File: config.mk
export PLATFORM = sky130hd
export DESIGN_NAME = aes_block_sequencer
export DESIGN_NICKNAME = d
export VERILOG_FILES = /design/src/rtl/aes_block_sequencer.sv
export SDC_FILE = /design/constraint.sdc
export NUM_CORES = 1
export LEC_CHECK = 0
export ABC_AREA = 1
export ABC_CLOCK_PERIOD_IN_PS = 2310
export CAP_MARGIN = 10
export CELL_PAD_IN_SITES_DETAIL_PLACEMENT = 1
export CELL_PAD_IN_SITES_GLOBAL_PLACEMENT = 1
export CORE_MARGIN = 5
export CORE_UTILIZATION = 37
export CTS_CLUSTER_SIZE = 40
export DETAILED_ROUTE_END_ITERATION = 6
export PLACE_DENSITY = 0.95
export SYNTH_ARGS = -nofsm -noshare
export SYNTH_HDL_FRONTEND = slang
export SYNTH_SLANG_ARGS = --single-unit
File: constraint.sdc
create_clock -name clk -period 2.31 [get_ports clk]
set_input_delay 0.462 -clock clk [delete_from_list [all_inputs] [get_ports clk]]
set_output_delay 0.462 -clock clk [all_outputs]
set_load 0.05 [all_outputs]
File: src/rtl/aes_block_sequencer.sv
// Purpose: loads a 128-bit block word-by-word into the AES decoder, kicks the core, streams the result out.
// Latency: 4 load + 1 settle + 1 start + core latency + 4 unload cycles, minimum turnaround.
// Backpressure: in_ready only in LOAD (producer holds words); out_data held while out_valid && !out_ready.
module aes_block_sequencer #(
    parameter int CNT_W = 16
) (
    input  logic               clk,
    input  logic               rst,
    input  logic               in_valid,
    input  logic [31:0]        in_data,
    output logic               in_ready,
    output logic [31:0]        dec_din,
    output logic [1:0]         dec_sel,
    output logic               core_start,
    input  logic               core_done,
    input  logic [127:0]       core_result,
    output logic               out_valid,
    output logic [31:0]        out_data,
    input  logic               out_ready,
    output logic               busy,
    output logic [CNT_W-1:0]   block_count
);

    typedef enum logic [2:0] {
        S_LOAD   = 3'd0,
        S_SETTLE = 3'd1,
        S_START  = 3'd2,
        S_WAIT   = 3'd3,
        S_UNLOAD = 3'd4
    } state_t;

    state_t            state_q, state_d;
    logic [1:0]        wcnt_q, wcnt_d;
    logic [1:0]        ocnt_q, ocnt_d;
    logic [31:0]       din_q, din_d;
    logic [1:0]        sel_q, sel_d;
    logic [3:0][31:0]  hold_q, hold_d;
    logic [CNT_W-1:0]  bcnt_q, bcnt_d;

    // The decoder rewrites dout[sel] every edge, so din/sel come straight from
    // registers that only move on an accepted input word.
    assign dec_din     = din_q;
    assign dec_sel     = sel_q;
    assign out_data    = hold_q[ocnt_q];
    assign block_count = bcnt_q;

    // State and datapath registers with synchronous reset.
    always_ff @(posedge clk) begin
        if (rst) begin
            state_q <= S_LOAD;
            wcnt_q  <= 2'd0;
            ocnt_q  <= 2'd0;
            din_q   <= 32'd0;
            sel_q   <= 2'd0;
            hold_q  <= '0;
            bcnt_q  <= '0;
        end else begin
            state_q <= state_d;
            wcnt_q  <= wcnt_d;
            ocnt_q  <= ocnt_d;
            din_q   <= din_d;
            sel_q   <= sel_d;
            hold_q  <= hold_d;
            bcnt_q  <= bcnt_d;
        end
    end

    // Next-state and handshake outputs; everything defaults to hold.
    always_comb begin
        state_d    = state_q;
        wcnt_d     = wcnt_q;
        ocnt_d     = ocnt_q;
        din_d      = din_q;
        sel_d      = sel_q;
        hold_d     = hold_q;
        bcnt_d     = bcnt_q;
        in_ready   = 1'b0;
        core_start = 1'b0;
        out_valid  = 1'b0;
        busy       = 1'b1;

        case (state_q)
            S_LOAD: begin
                in_ready = 1'b1;
                busy     = (wcnt_q != 2'd0);
                if (in_valid) begin
                    din_d  = in_data;
                    sel_d  = wcnt_q;
                    wcnt_d = wcnt_q + 2'd1;
                    if (wcnt_q == 2'd3) begin
                        wcnt_d  = 2'd0;
                        state_d = S_SETTLE;
                    end
                end
            end
            // Extra cycle so the decoder captures word 3 before the core starts.
            S_SETTLE: state_d = S_START;
            S_START: begin
                core_start = 1'b1;
                state_d    = S_WAIT;
            end
            S_WAIT: begin
                if (core_done) begin
                    hold_d  = core_result;
                    state_d = S_UNLOAD;
                end
            end
            S_UNLOAD: begin
                out_valid = 1'b1;
                if (out_ready) begin
                    ocnt_d = ocnt_q + 2'd1;
                    if (ocnt_q == 2'd3) begin
                        ocnt_d  = 2'd0;
                        bcnt_d  = bcnt_q + CNT_W'(1);
                        state_d = S_LOAD;
                    end
                end
            end
            default: state_d = S_LOAD;
        endcase
    end

endmodule

* After elaboration in Yosys (flattened, before gate mapping)
Index checks and enable logic that the tools add are counted.
Operators by class: reductions and logical operators 7, $lt $le $gt $ge 1, multiplexer cells 14, add/sub/neg operators 3, equal/unequal tests 11
Operators with widths (number):
- $bmux W32 S2 | 1
- $mux W32 | 1
- $add A16 B1 Y16 const B | 1
- $mux W3 | 5
- $pmux W3 S5 | 1
- $ne A2 B2 Y1 const B | 5
- $eq A3 B2 Y1 const B | 2
- $reduce_and A2 Y1 | 3
- $reduce_and A5 Y1 | 1
- $add A2 B1 Y2 const B | 2
- $eq A2 B2 Y1 const B | 2
- $mux W1 | 4
- $mux W2 | 2
- $eq A3 B1 Y1 const B | 1
- $eq A3 B3 Y1 const B | 1
- $logic_not A3 Y1 | 1
- $lt A2 B3 Y1 const B | 1
- $reduce_and A3 Y1 | 1
- $reduce_bool A2 Y1 | 1
Storage, ports and cells: input bits 165, output and inout port bits 86, logic and storage cells 46, flip-flop bits (word level) 185

* Depth between registers and ports, before layout
depth in word-level cells 4, mapped depth 9

* Worst setup path before layout
OpenSTA, ideal clock, no wires.
kind register -> output, from register ocnt_q[0], to output out_data[22], setup slack 0.077 ns, arrival time 1.771 ns, path buffers 3, cell stages (with the launch flop) 7, cell sequence dfxtp_1 -> buf_2 -> inv_1 -> buf_2 -> clkbuf_1 -> o21ai_0 -> o22ai_1
Between the ends: word-level cells in the longest chain between the ends 2
RTL lines:
- start, declared | line 34 | logic [1:0] ocnt_q, ocnt_d;
- start signal, assigned | line 60 | ocnt_q <= ocnt_d;
- $bmux W32 S2 | line 44 | assign out_data = hold_q[ocnt_q];
- $mux W32 (implied by the code) | line 44
- end, declared | line 18 | output logic [31:0] out_data,
No other way between the ends. The select of a mux whose other input is x is not followed.

* Worst setup path after layout
from register bcnt_q[9] (netlist: block_count[9]), to output block_count[9]
RTL lines:
- start, declared | line 38 | logic [CNT_W-1:0] bcnt_q, bcnt_d;
- start signal, assigned | line 64 | bcnt_q <= bcnt_d;
- end, declared | line 21 | output logic [CNT_W-1:0] block_count
No word-level cell between the ends.

==> qor.yml <==
status: "finished, final reports clean"
pre_cts_ws_ns: 0.222
powerDensity_nw_per_um2: 751
finalPower_w: 0.00885
path_cells: "clkdlybuf4s50_1"
synth_cell_types: 24
io_buffer_count: 250
antenna_found_initial: 8
critical_path_depth: 1
cts_buffers: 17
nNetsFinal: 1450
drt_first_pass_iters: 5
row_count: 56
area_growth_pct: 35.6
critPathKind: "reg2out"
synth_edf_count: 0
cp.buffers_inverters: 1
endpoint_kind: "output port"
period_share_pct: 95.3
cts_hold_buf: 0
tightest_slew_ns: 0.915
ys_seq_elements: 185
drive_gt1_share_pct: 19.8
ios: 251
via_count: 8451
ys_top_cells_by_count: "214 x nand2_1, 185 x dfxtp_1, 96 x nor2_1"
rr_worst_depth: 6
maxCapViolations: 0
crit_path_top_delay_cell: "clkdlybuf4s50_1"
peakVddDrop_mv: 0.416
fp.dieArea_um2: 26700
clock_latency_ns: 0.43
synthFlopType: "dfxtp_1"
rrSetupSlack_ns: 0.34
clock-root-buffer: "clkbuf_16"
startpoint: "block_count[9]"
die_x_um: 163
regToRegEndpoint: "wcnt_q[0]"
synth_most_common_cell: "nand2_1"
setup_tns_ns: 0
final_cell_area_um2: 11800
slew_headroom_pct: 39.0
worstHoldStart: "rst"
cts.sinks: 185
drt-vias-per-instance: 5.22
synthTopCellsByArea: "dfxtp_1 43%, nand3_2 9.3%, nand2_1 9.2%"
gp_congestion: 0.807
max_freq_mhz: 454
finClkSkew_ns: 0.0136
placed_area_um2: 11200
p_leak_nw: 3.94
clk_pin_slew_ns: 0.08
grt.total_usage_pct: 22.2
critPathRequiredTime_ns: 1.85
postSynthCellCount: 1086
core_area_um2: 23300
crit_fanout: 6
grt_pass1_wl_um: 47500
initialDrtViolationCount: 449
hp-class: "in2reg"
setup_viol: 0
cts_tree: "built"
dp_hpwl_um: 21000
avgSynthCellArea_um2: 8.00
setup_ws_ns: 0.109
ctsLongestPathBuffers: 2
drv_slew: 0
ys_seq_area_share_pct: 42.6
post-route-drc-count: 0
grt_max_degree: 130
first_global_vias: 9061
post-route-util_pct: 50.5
layout_min_cycle_time_ns: 2.20
cp_top_family: "buffers and inverters"
routed_wl_um: 30300
min_path_cells: 2
cp.arrival_ns: 1.74
synth.top_cell.area_share_pct: 42.6
postCtsSetupBuffers: 0
syn_area_um2: 8690
antenna_left: 0
cpPeakStageDelay_ns: 0.85
startpoint_type: "flip-flop"
async_flop_share_pct: 0
synth_nets: 1255
yosys_warnings: 0
reg2reg_from: "state_q[2]"
grt_setup_unrepaired: "no"
htree_levels: 4
hold_viol_final: 0
die_y_um: 163
yosysTopAreaCell: "dfxtp_1"
endpoint: "block_count[9]"
wl_per_cell_um: 18.7
start_util_pct: 37.2
grt_overflow: 0
registers in the layout (all words and copies together), names as in the netlist:
signal	flops
block_count	16
dec_din	32
ocnt_q	2
dec_sel	2
state_q	3
hold_q	128
wcnt_q	2
where the power goes:
part           leakage (nW)  switching [W]  internal (W)
Clock                 0.269        0.00136       0.00155
Combinational          2.18        0.00158      0.000849
Sequential             1.50       0.000119       0.00339
Total                  3.94        0.00307       0.00579
cell usage in the layout (no fill, tap or decap), drive strengths merged:
cell,count
nand3,171
nor3,2
clkdlybuf4s50,212
ha,4
a21oi,174
nor2,99
clkinv,1
o22ai,32
clkinvlp,5
xor2,1
a211oi,1
nand4,7
diode,6
buf,57
clkbuf,19
nand2,215
inv,35
nor3b,1
dlygate4sd2,1
bufinv,1
and3,1
o21ai,70
dfxtp,185
metrics by stage:
stage                     std cells  hold WS [ns]
final                          1619         0.348
after global routing           1619         0.347
after detailed placement       1581         0.456
after CTS                      1613         0.338
after global placement         1581         0.447
after floorplan                1086         0.436
routing by layer:
| layer | global-route usage [%] | routed length, um | vias up |
|---|---|---|---|
| li1 | - | - | 4064 |
| met2 | 39.1 | 15400 | 209 |
| met4 | 8.88 | 1140 | 4 |
| met5 | 0 | 27 | - |
| met3 | 4.49 | 1250 | 57 |
| met1 | 26.4 | 12500 | 4117 |
logic make-up after synthesis:
kind of cell    count (synthesis)  synth area share, %
buf+inv                       123                 7.85
flops                         185                 42.6
xor+xnor                        1                0.101
simple gates                  496                 29.0
compound gates                277                 19.9
fa+ha+maj                       4                0.576
how the worst min path moves through the flow:
| stage | endpoint | slack, ns |
|---|---|---|
| 6_report | dec_din[15] | 0.35 |
| 5_1_grt | dec_din[16] | 0.35 |
| 4_1_cts | dec_din[18] | 0.34 |
| 3_5_place_dp | hold_q[59] | 0.46 |
| 3_3_place_gp | hold_q[63] | 0.45 |
| 2_1_floorplan | hold_q[35] | 0.44 |
repair_timing:
| item | in CTS | in global routing |
|---|---|---|
| pin swaps | 0 | 1 |
| gates resized for setup | 1 | 6 |
| endpoints found under the setup margin | 1 | 17 |
area by class of cell:
cell class | instances | area [um^2]
flip-flops and latches | 185 | 3700
multi-input cells | 778 | 4320
clock inverters | 13 | 136
inverters | 29 | 109
clock buffers | 19 | 443
repair buffers | 270 | 2660
fillers | 2833 | 11500
diodes | 6 | 15.0
well taps | 319 | 399
(Power assumes the default switching activity.)
